--- config.mk ---
export PLATFORM = sky130hd
export DESIGN_NAME = mem_transfer_core
export DESIGN_NICKNAME = d
export VERILOG_FILES = /design/src/rtl/mem_xfer_pkg.sv /design/src/rtl/mem_xfer_ctrl.sv /design/src/rtl/mem_transfer_core.sv
export SDC_FILE = /design/constraint.sdc
export NUM_CORES = 1
export LEC_CHECK = 0
export CAP_MARGIN = 20
export CORE_MARGIN = 10
export CORE_UTILIZATION = 61
export DETAILED_ROUTE_END_ITERATION = 16
export DONT_BUFFER_PORTS = 1
export PLACE_DENSITY = 0.78
export SLEW_MARGIN = 20
export SYNTH_ARGS = -nofsm -noshare
export SYNTH_HDL_FRONTEND = slang
export SYNTH_SLANG_ARGS = --single-unit
--- constraint.sdc ---
create_clock -name clock -period 7.3 [get_ports clock]
set_input_delay 1.46 -clock clock [delete_from_list [all_inputs] [get_ports clock]]
set_output_delay 1.46 -clock clock [all_outputs]
set_load 0.005 [all_outputs]
--- src/rtl/mem_xfer_pkg.sv ---
// Shared constants and phase decode for the memory-transfer core.
package mem_xfer_pkg;

  localparam int DATA_W  = 8;
  localparam int A_DEPTH = 8;
  localparam int B_DEPTH = 4;
  localparam int CNT_W   = 5;
  localparam int ADDR_W  = $clog2(A_DEPTH);

  // Write phase fills A; read phase spends two steps per memory B entry.
  localparam logic [CNT_W-1:0] WR_END   = CNT_W'(A_DEPTH - 1);
  localparam logic [CNT_W-1:0] RD_END   = CNT_W'(A_DEPTH - 1 + 2 * B_DEPTH);
  localparam logic [CNT_W-1:0] DONE_CNT = CNT_W'(A_DEPTH + 2 * B_DEPTH);

  typedef enum logic [1:0] {
    PH_WRITE,
    PH_READ,
    PH_DONE
  } phase_t;

  function automatic phase_t phase_of(input logic [CNT_W-1:0] cnt);
    if (cnt <= WR_END)      return PH_WRITE;
    else if (cnt <= RD_END) return PH_READ;
    else                    return PH_DONE;
  endfunction

endpackage

--- src/rtl/mem_xfer_ctrl.sv ---
// Step counter and strobe decode for the memory-transfer sequence.
// Optional done output with MEM_XFER_DONE_EN.
//   state    | meaning
//   PH_WRITE | counter 0..7, write memory A and advance AddrA
//   PH_READ  | counter 8..15, read pairs; odd steps strobe memory B
//   PH_DONE  | counter 16, idle until reset
module mem_xfer_ctrl
  import mem_xfer_pkg::*;
(
  input  logic             clock,
  input  logic             Reset,
  output logic [CNT_W-1:0] counter,
  output logic             wea,
  output logic             inca,
  output logic             web,
  output logic             incb
`ifdef MEM_XFER_DONE_EN
  ,
  output logic             done
`endif
);

  phase_t phase;

  always_ff @(posedge clock or posedge Reset) begin
    if (Reset)
      counter <= '0;
    else if (counter != DONE_CNT)
      counter <= counter + 1'b1;
  end

  assign phase = phase_of(counter);

  // Strobes are decoded from the step directly so step 0 already writes;
  // Reset gates them so no write lands while reset is held.
  always_comb begin
    wea  = 1'b0;
    inca = 1'b0;
    web  = 1'b0;
    incb = 1'b0;
    if (!Reset) begin
      case (phase)
        PH_WRITE: begin
          wea  = 1'b1;
          inca = 1'b1;
        end
        PH_READ: begin
          inca = 1'b1;
          web  = counter[0];
          incb = counter[0];
        end
        default: ;
      endcase
    end
  end

`ifdef MEM_XFER_DONE_EN
  assign done = !Reset && (phase == PH_DONE);
`endif

endmodule

--- src/rtl/mem_transfer_core.sv ---
// Memory A, its address counter and the pair add/sub combiner feeding memory B.
// Optional done output with MEM_XFER_DONE_EN.
module mem_transfer_core
  import mem_xfer_pkg::*;
(
  input  logic              clock,
  input  logic              Reset,
  input  logic [DATA_W-1:0] DataInA,
  output logic              WEA,
  output logic              IncA,
  output logic              WEB,
  output logic              IncB,
  output logic [ADDR_W-1:0] AddrA,
  output logic [DATA_W-1:0] Dout1,
  output logic [DATA_W-1:0] Dout2,
  output logic [DATA_W-1:0] ADDOut,
  output logic [DATA_W-1:0] SUBOut,
  output logic [DATA_W-1:0] DataInB,
  output logic [CNT_W-1:0]  counter
`ifdef MEM_XFER_DONE_EN
  ,
  output logic              done
`endif
);

  logic [DATA_W-1:0] mem_a [A_DEPTH];

  mem_xfer_ctrl u_ctrl (
    .clock   (clock),
    .Reset   (Reset),
    .counter (counter),
    .wea     (WEA),
    .inca    (IncA),
    .web     (WEB),
    .incb    (IncB)
`ifdef MEM_XFER_DONE_EN
    ,
    .done    (done)
`endif
  );

  // No reset on the array: contents survive a mid-sequence reset.
  always_ff @(posedge clock) begin
    if (WEA)
      mem_a[AddrA] <= DataInA;
  end

  always_ff @(posedge clock or posedge Reset) begin
    if (Reset)
      AddrA <= '0;
    else if (IncA)
      AddrA <= AddrA + 1'b1;
  end

  always_ff @(posedge clock or posedge Reset) begin
    if (Reset)
      Dout2 <= '0;
    else
      Dout2 <= Dout1;
  end

  assign Dout1   = mem_a[AddrA];
  assign ADDOut  = Dout1 + Dout2;
  assign SUBOut  = Dout1 - Dout2;
  assign DataInB = (Dout1 > Dout2) ? SUBOut : ADDOut;

endmodule

Word level (Yosys, flattened, before mapping):

Memories as Yosys holds them, arrays and structs flattened.
Index checks and enable logic that the tools add are counted.

* magnitude comparators: 3
* equal/unequal tests: 2
* $add $sub $neg: 4
* reduce and logical (&&, ||, !) cells: 2
* mux-type cells: 11

Operator list (number)
* $add A8 B8 Y8: 1
* $gt A8 B8 Y1: 1
* $mux W1: 8
* $mux W8: 1
* $sub A8 B8 Y8: 1
* $add A5 B1 Y5 const B: 1
* $le A5 B3 Y1 const B: 1
* $le A5 B4 Y1 const B: 1
* $ne A5 B5 Y1 const B: 1
* $mux W2: 2
* $add A3 B1 Y3 const B: 1
* $eq A2 B1 Y1 const B: 1
* $logic_not A2 Y1: 1
* $reduce_or A2 Y1: 1

* output and inout bits: 52
* memory bits (writable): 64
* bits in registers: 16
* memories: 1

Memories
* mem_a: depth 8, bits a word 8, rd ports 1, clocked after memory_dff 0, wr ports 1, RTL line mem_transfer_core.sv:26 `logic [DATA_W-1:0] mem_a [A_DEPTH];`

Logic depth before layout (Yosys ltp):

Gate-level depths: netlist of the first run.

* word-level depth: 8
* mapped depth: 14
* depth with buffers taken out: 13

Modules after synthesis:

Synthesis of the first run repeated with hierarchy kept, for this count alone.

* cells, all modules: 310
* area total of the unflattened synthesis: 4022.6 um2

By module, submodules not included
* mem_transfer_core: sequential area each 2197.1 um2, area each 3707.3 um2, times used 1, cells each 281
* mem_xfer_ctrl: sequential area each 125.1 um2, area each 315.3 um2, times used 1, cells each 29

Worst setup path after synthesis of the first run:

Ideal clock, no wire load.

* path kind: flip-flop to output port
* from: reg AddrA[0]
* to: out DataInB[6]
* arrival time: 2.961 ns
* slack: 2.879 ns
* cell stages (with the launch flop): 14
* required time: 5.840 ns
* path through: dfrtp_1 buf_2 buf_4 nor2b_1 a21oi_1 nor2_1 a221oi_1 ha_1 fa_1 nand2b_2 a211oi_1 mux2i_1 o211ai_1 mux2_2

* cells in the longest elaborated chain, start to end: 3

Ends and longest elaborated chain
* start: declaration: RTL line mem_transfer_core.sv:13 `output logic [ADDR_W-1:0] AddrA,`
* start signal: assignment: RTL line mem_transfer_core.sv:52 `AddrA <= AddrA + 1'b1;`
* $mem_v2 Z8 W8
* $sub A8 B8 Y8: RTL line mem_transfer_core.sv:64 `assign SUBOut = Dout1 - Dout2;`
* named net SUBOut[6]: RTL line mem_transfer_core.sv:17 `output logic [DATA_W-1:0] SUBOut,`
* $mux W8: RTL line mem_transfer_core.sv:65 `assign DataInB = (Dout1 > Dout2) ? SUBOut : ADDOut;`
* end: declaration: RTL line mem_transfer_core.sv:18 `output logic [DATA_W-1:0] DataInB,`

The timed path passes the listed nets, and every way through them passes these cells.

Worst setup path after layout of the first run:

* from: reg AddrA[0]
* to: out DataInB[5]

* cells in the longest elaborated chain, start to end: 3

Ends and longest elaborated chain
* $mem_v2 Z8 W8
* named net Dout1[6]: RTL line mem_transfer_core.sv:14 `output logic [DATA_W-1:0] Dout1,`
* $gt A8 B8 Y1: RTL line mem_transfer_core.sv:65
* $mux W8: RTL line mem_transfer_core.sv:65

The timed path passes the listed nets, and every way through them passes these cells.

==> results of run 1 <==
routing by layer:
layer  up-vias  global-route usage (%)  wire (um)
met2       115                   26.09       3934
met5         -                       0          0
met1      1143                   19.82       3074
met4         0                   7.503         93
li1       1113                       -          -
met3        10                   4.527        927
cell type report:
type | instances | area (um2) | share of cell area, %
clock buffer | 9 | 123.9 | 2.913
multi-input combinational | 185 | 1483 | 34.87
timing repair buffer | 5 | 37.54 | 0.8829
sequential | 80 | 2322 | 54.62
tap | 77 | 96.34 | 2.266
clock inverter | 7 | 110.1 | 2.590
inverter | 21 | 78.83 | 1.854
worst max-delay path: cells and delay by family, from the launching register on:
kind,cells,cell delay (ns)
AOI/OAI and AO/OA,2,0.68
xor gates and xnor gates,1,0.22
adders and majority gates,1,0.47
buffers and inverters,1,0.32
and+or+nand+nor,1,0.16
DFF,1,1.02
muxes,3,1.10
layout by cell type, fill, tap and decap left out, types with 3 or more instances in the layout:
cell and n:
nor3_1 7, mux2_2 14, nor2_1 28, a21oi_1 11, mux4_2 6, a211oi_1 3
nand2b_1 4, nand2_1 10, bufinv_16 3, a221o_1 3, mux2i_1 10, ha_1 19
dfrtp_1 16, xnor2_1 12, edfxtp_1 64, xor2_1 3, o21ai_0 8, clkbuf_8 9
inv_1 21, nor2b_1 6, nand4_1 3, a221oi_1 3, buf_4 5, nand3_1 4
a31oi_1 5
final timing paths:
path,startpoint,end,slack (ns),cells past startpoint
setup / recovery,AddrA[0],DataInB[5],1.50,9
max in group asynchronous,Reset,Dout2[6],5.80,1
hold reg to reg,AddrA[2],AddrA[2],0.57,1
hold / removal,AddrA[2],AddrA[2],0.57,1
setup reg to reg,AddrA[1],mem_a[4][2],4.87,3
min in group asynchronous,Reset,AddrA[1],1.08,1
synth_stat cells, drive strengths merged (10+ instances only):
cell type	n
inv	21
nand2	10
mux2i	10
o21ai	10
buf	16
xnor2	12
dfrtp	16
ha	19
a21oi	11
nor2	30
edfxtp	64
mux2	14
registers in the layout, indices dropped and copies added, names as in the netlist:
| register | flops |
|---|---|
| Dout2 | 8 |
| mem_a | 64 |
| AddrA | 3 |
| u_ctrl.counter | 5 |
logic make-up (layout without fill, tap and decap cells):
family | count (synthesis) | in the layout | synth area share [%]
buffers and inverters | 38 | 42 | 4.760
adder cells (fa/ha/maj) | 21 | 21 | 6.953
flip-flops | 80 | 80 | 58.13
AND/OR/NAND/NOR | 71 | 71 | 8.706
XOR/XNOR | 15 | 15 | 3.289
multiplexers | 30 | 30 | 9.834
AO/OA/AOI/OAI | 48 | 48 | 8.331
per-stage QoR:
stage	cells	cell area, um2
final	384	4252
after floorplan	303	3995
after detailed placement	368	4018
after global placement	368	4018
after global routing	384	4252
after CTS	384	4252
==> flow_metrics.env, run 1 <==
export IMPL_cts_setup_buffers=0
export IMPL_path_cells="buf_4 > mux4_2 > mux2_2 > ha_1 > nand4_1 > a211oi_1 > o32a_1 > mux2i_1 > xor2_1"
export IMPL_final_net_count=333
export IMPL_n_antenna_cell=0
export IMPL_slew_headroom_pct=31.62
export IMPL_synth_ff_type="edfxtp_1"
export IMPL_grt_pass1_vias=2386
export IMPL_cts_sinks=80
export IMPL_hold_buffers=0
export IMPL_clkLatencyLatePin_ns=0.35
export IMPL_slowest_stage="dfrtp_1"
export IMPL_drt_wl_total_mm=8.030
export IMPL_crit_path_start_kind="flop"
export IMPL_final_setup_tns_ns=0
export IMPL_end_kind="primary output"
export IMPL_fill_cells=452
export IMPL_yosysSeqAreaShare_pct=58.13
export IMPL_cts_made_buffers=9
export IMPL_post_route_util_pct=66.96
export IMPL_synth_edf_count=64
export IMPL_cts_resized=0
export IMPL_track_usage_pct=16.23
export IMPL_drc_errors=0
export IMPL_synth_avg_cell_area_um2=13.19
export IMPL_place_hpwl_mm=5.866
export IMPL_antenna_found_initial=0
export IMPL_ys_warnings_count=0
export IMPL_core_area_um2=6350
export IMPL_max_stage_delay_ns=1.02
export IMPL_io_pins=62
export IMPL_avgRoutedWirePerCell_um=20.91
export IMPL_h_tree_depth=3
export IMPL_die_area_um2=10190
export IMPL_place_gp_congestion=0.9170
export IMPL_syn_area_um2=3995
export IMPL_synth_top_area_share_pct=48.11
export IMPL_synth_top_area_cell="edfxtp_1"
export IMPL_final_setup_skew_ns=0.01234
export IMPL_ys_ff_latch=80
export IMPL_port_buffers=0
export IMPL_worst_pin_slew_ns=1.026
export IMPL_tritoncts="yes"
export IMPL_finalCritPeriodShare_pct=79.42
export IMPL_critPathArrivalTime_ns=4.34
export IMPL_path_max_fanout=28
export IMPL_syn_num_nets=334
export IMPL_synth_area_leaders="edfxtp_1 48%, dfrtp_1 10%, ha_1 6.0%"
export IMPL_syn_to_final_growth_pct=6.420
export IMPL_dr_pass1_iters=4
export IMPL_hold_ws_ns=0.5684
export IMPL_root_buffer="clkbuf_8"
export IMPL_async_flop_share_pct=20.00
export IMPL_cp_required_ns=5.84
export IMPL_rsz0062_at_grt="false"
export IMPL_fp_dieH_um=100.9
export IMPL_drv_cap=0
export IMPL_hold_viol=0
export IMPL_slew_viol_final=0
export IMPL_fp_row_count=29
export IMPL_preCtsSetupSlack_ns=1.847
export IMPL_max_freq_mhz=172.5
export IMPL_vias=2381
export IMPL_clock_path_buffers=2
export IMPL_hp_class="flop to flop"
export IMPL_viasPerCell=6.201
export IMPL_grt_ovfl_total=0
export IMPL_timing_final_ws_setup_ns=1.502
export IMPL_grt_max_degree=29
export IMPL_crit_type="flop to primary output"
export IMPL_synth_cell_types=46
export IMPL_synthCells=303
export IMPL_drt_iter0_markers=212
export IMPL_postRouteAntennaNets=0
export IMPL_cts_clk_slew_worst_paths_ns=0.08
export IMPL_setup_viol=0
export IMPL_grt_first_pass_wirelength_mm=12.84
export IMPL_finalCriticalPeriod_ns=5.798
export IMPL_initial_core_util_pct=62.92
export IMPL_status="completed"
export IMPL_drive_above_1_share_pct=14.33
export IMPL_die_w_um=100.9
Power of run 1 is left out: the tool's default activity adds up to more than one toggle a clock period on the data nets, which glitch-free logic cannot reach.
==> inputs of run 2 (changes only) <==
--- a/config.mk
+++ b/config.mk
@@ -5,6 +5,7 @@
 export SDC_FILE = /design/constraint.sdc
 export NUM_CORES = 1
 export LEC_CHECK = 0
+export ABC_AREA = 1
 export CAP_MARGIN = 20
 export CORE_MARGIN = 10
 export CORE_UTILIZATION = 61
==> constraint.sdc (replaced) <==
create_clock -name clock -period 6 [get_ports clock]
set_input_delay 1.2 -clock clock [delete_from_list [all_inputs] [get_ports clock]]
set_output_delay 1.2 -clock clock [all_outputs]
set_load 0.005 [all_outputs]
==> run 2 against run 1 <==
Net effect:
- critical path depth grew 3
- via count grew 23%
- flip-flop and latch count is the same
- synthesized cell count grew 41%
- final area grew 1.9%
- clock skew shrank 0.0036 ns
- non-clock buffer count shrank 4
- die area grew 1.2%
- largest cell class unchanged
==> flow_metrics.env, run 2 <==
export IMPL_status="completed"
export IMPL_path_max_fanout=32
export IMPL_final_setup_skew_ns=0.008751
export IMPL_n_antenna_cell=0
export IMPL_synth_top_family_by_area="simple AND/OR/NAND/NOR gates"
export IMPL_die_w_um=101.5
export IMPL_worst_pin_slew_ns=1.055
export IMPL_crit_path_start_kind="flop"
export IMPL_slew_viol_final=0
export IMPL_finalCriticalPeriod_ns=5.155
export IMPL_synth_compound_area_share_pct=6.665
export IMPL_max_freq_mhz=194.0
export IMPL_port_buffers=0
export IMPL_syn_area_um2=4055
export IMPL_grt_pass1_vias=2793
export IMPL_place_hpwl_mm=6.273
export IMPL_largest_register_ffs=64
export IMPL_hold_depth=1
export IMPL_ys_ff_latch=80
export IMPL_cts_clk_slew_worst_paths_ns=0.08
export IMPL_synth_area_leaders="edfxtp_1 47%, nand2_1 11%, dfrtp_1 9.9%"
export IMPL_syn_to_final_growth_pct=6.881
export IMPL_synth_edf_count=64
export IMPL_syn_num_nets=457
export IMPL_drc_errors=0
export IMPL_final_net_count=456
export IMPL_final_cell_mix="117 x nand2_1, 64 x edfxtp_1, 60 x inv_1, 29 x a21oi_1, 23 x nor2_1"
export IMPL_hp_class="flop to flop"
export IMPL_cts_made_buffers=9
export IMPL_h_tree_depth=3
export IMPL_tritoncts="yes"
export IMPL_cts_resized=0
export IMPL_cp_startpoint="AddrA[0]"
export IMPL_postRouteAntennaNets=0
export IMPL_antenna_found_initial=0
export IMPL_synth_top_area_cell="edfxtp_1"
export IMPL_place_gp_congestion=0.9272
export IMPL_die_area_um2=10310
export IMPL_grt_ovfl_total=0
export IMPL_vias=2932
export IMPL_synth_avg_cell_area_um2=9.519
export IMPL_regMostFlops="mem_a"
export IMPL_cts_sinks=80
export IMPL_grt_max_degree=33
export IMPL_r2r_slack_ns=3.32
export IMPL_hold_buffers=0
export IMPL_root_buffer="clkbuf_8"
export IMPL_clkLatencyLatePin_ns=0.34
export IMPL_end_kind="primary output"
export IMPL_setup_viol=0
export IMPL_drt_iter0_markers=162
export IMPL_top_regs="mem_a: 64 flops, Dout2: 8 flops, u_ctrl.counter: 5 flops"
export IMPL_synth_common_cells="117 x nand2_1, 64 x edfxtp_1, 60 x inv_1, 29 x a21oi_1, 23 x nor2_1"
export IMPL_hold_viol=0
export IMPL_crit_type="flop to primary output"
export IMPL_final_setup_tns_ns=0
export IMPL_fill_cells=479
export IMPL_reg2reg_from="AddrA[0]"
export IMPL_fp_row_count=29
export IMPL_synth_ff_type="edfxtp_1"
export IMPL_r2r_cells=3
export IMPL_critPathArrivalTime_ns=3.96
export IMPL_finalCritPeriodShare_pct=85.92
export IMPL_muxShareOfSynthArea_pct=0
export IMPL_timing_rr_end="mem_a[0][4]"
export IMPL_async_flop_share_pct=20.00
export IMPL_track_usage_pct=17.14
export IMPL_avgRoutedWirePerCell_um=17.12
export IMPL_drt_wl_total_mm=8.678
export IMPL_core_area_um2=6386
export IMPL_drv_cap=0
export IMPL_synth_cell_types=29
export IMPL_fp_dieH_um=101.5
export IMPL_synthAdderAreaFrac_pct=6.850
export IMPL_io_pins=62
export IMPL_crit_path_end="DataInB[4]"
export IMPL_dr_pass1_iters=6
export IMPL_synth_top_area_share_pct=47.39
export IMPL_final_common_cell="nand2_1"
export IMPL_synth_most_common_cell="nand2_1"
export IMPL_drive_above_1_share_pct=6.279
export IMPL_synth_xor_area_share_pct=1.944
export IMPL_cts_setup_buffers=0
export IMPL_synth_simple_area_share_pct=19.59
export IMPL_initial_core_util_pct=63.50
export IMPL_cp_required_ns=4.80
export IMPL_clock_path_buffers=2
export IMPL_ys_warnings_count=0
export IMPL_grt_first_pass_wirelength_mm=13.95
export IMPL_yosysSeqAreaShare_pct=57.27
export IMPL_rsz0062_at_grt="false"
export IMPL_synthCells=426
export IMPL_viasPerCell=5.783
export IMPL_slew_headroom_pct=29.64
-- run 2: cells by family (layout without fill, tap and decap cells) --
kind of cell / Yosys count / after routing
compound gates: 52 / 52
xor+xnor: 9 / 9
fa+ha+maj: 21 / 21
buf+inv: 77 / 81
flops: 80 / 80
simple gates: 187 / 187
-- run 2: worst min-delay path by stage --
stage | startpoint | to | slack, ns
2_1_floorplan | u_ctrl.counter[2] | u_ctrl.counter[2] | 0.51
3_3_place_gp | u_ctrl.counter[2] | u_ctrl.counter[2] | 0.56
3_5_place_dp | u_ctrl.counter[2] | u_ctrl.counter[2] | 0.59
4_1_cts | u_ctrl.counter[2] | u_ctrl.counter[2] | 0.60
5_1_grt | u_ctrl.counter[2] | u_ctrl.counter[2] | 0.61
6_report | u_ctrl.counter[2] | u_ctrl.counter[2] | 0.59
-- run 2: area by class of cell --
type	instances	area, um2	share of cell area (%)
inverter	64	242.7	5.600
clock buffer	9	123.9	2.858
clock inverter	7	120.1	2.771
sequential	80	2322	53.58
multi-input combinational	269	1421	32.79
tap	77	96.34	2.223
timing repair buffer	1	7.507	0.1732
-- run 2: metrics by stage --
step	instance area (um2)	setup WS, ns	util, %	instances	hold slack [ns]
6_report	4334	0.8447	67.87	507	0.5886
4_1_cts	4334	0.8385	67.87	507	0.5972
3_5_place_dp	4090	1.232	64.05	491	0.5866
2_1_floorplan	4055	2.450	-	426	0.5145
3_3_place_gp	4090	1.375	64.05	491	0.5628
5_1_grt	4334	0.3501	67.87	507	0.6144
-- run 2: per-layer routing --
metal	wire (um)	GRT usage (%)	up-vias
met3	812	6.263	23
met4	213	6.752	0
met5	0	0	-
li1	-	-	1401
met2	4313	29.15	136
met1	3338	19.10	1372
-- run 2: critical path: stages, from the launching register on --
cell,delay (ns)
dfrtp_1,0.79
inv_2,0.58
nand3_1,0.22
o22ai_1,0.21
nor2_1,0.08
nand3_1,0.27
inv_1,0.16
fa_1,0.49
o21ai_0,0.30
nand2_1,0.11
xor2_1,0.23
nand2_1,0.08
nand2_1,0.09
Power of run 2 is left out for the same reason.
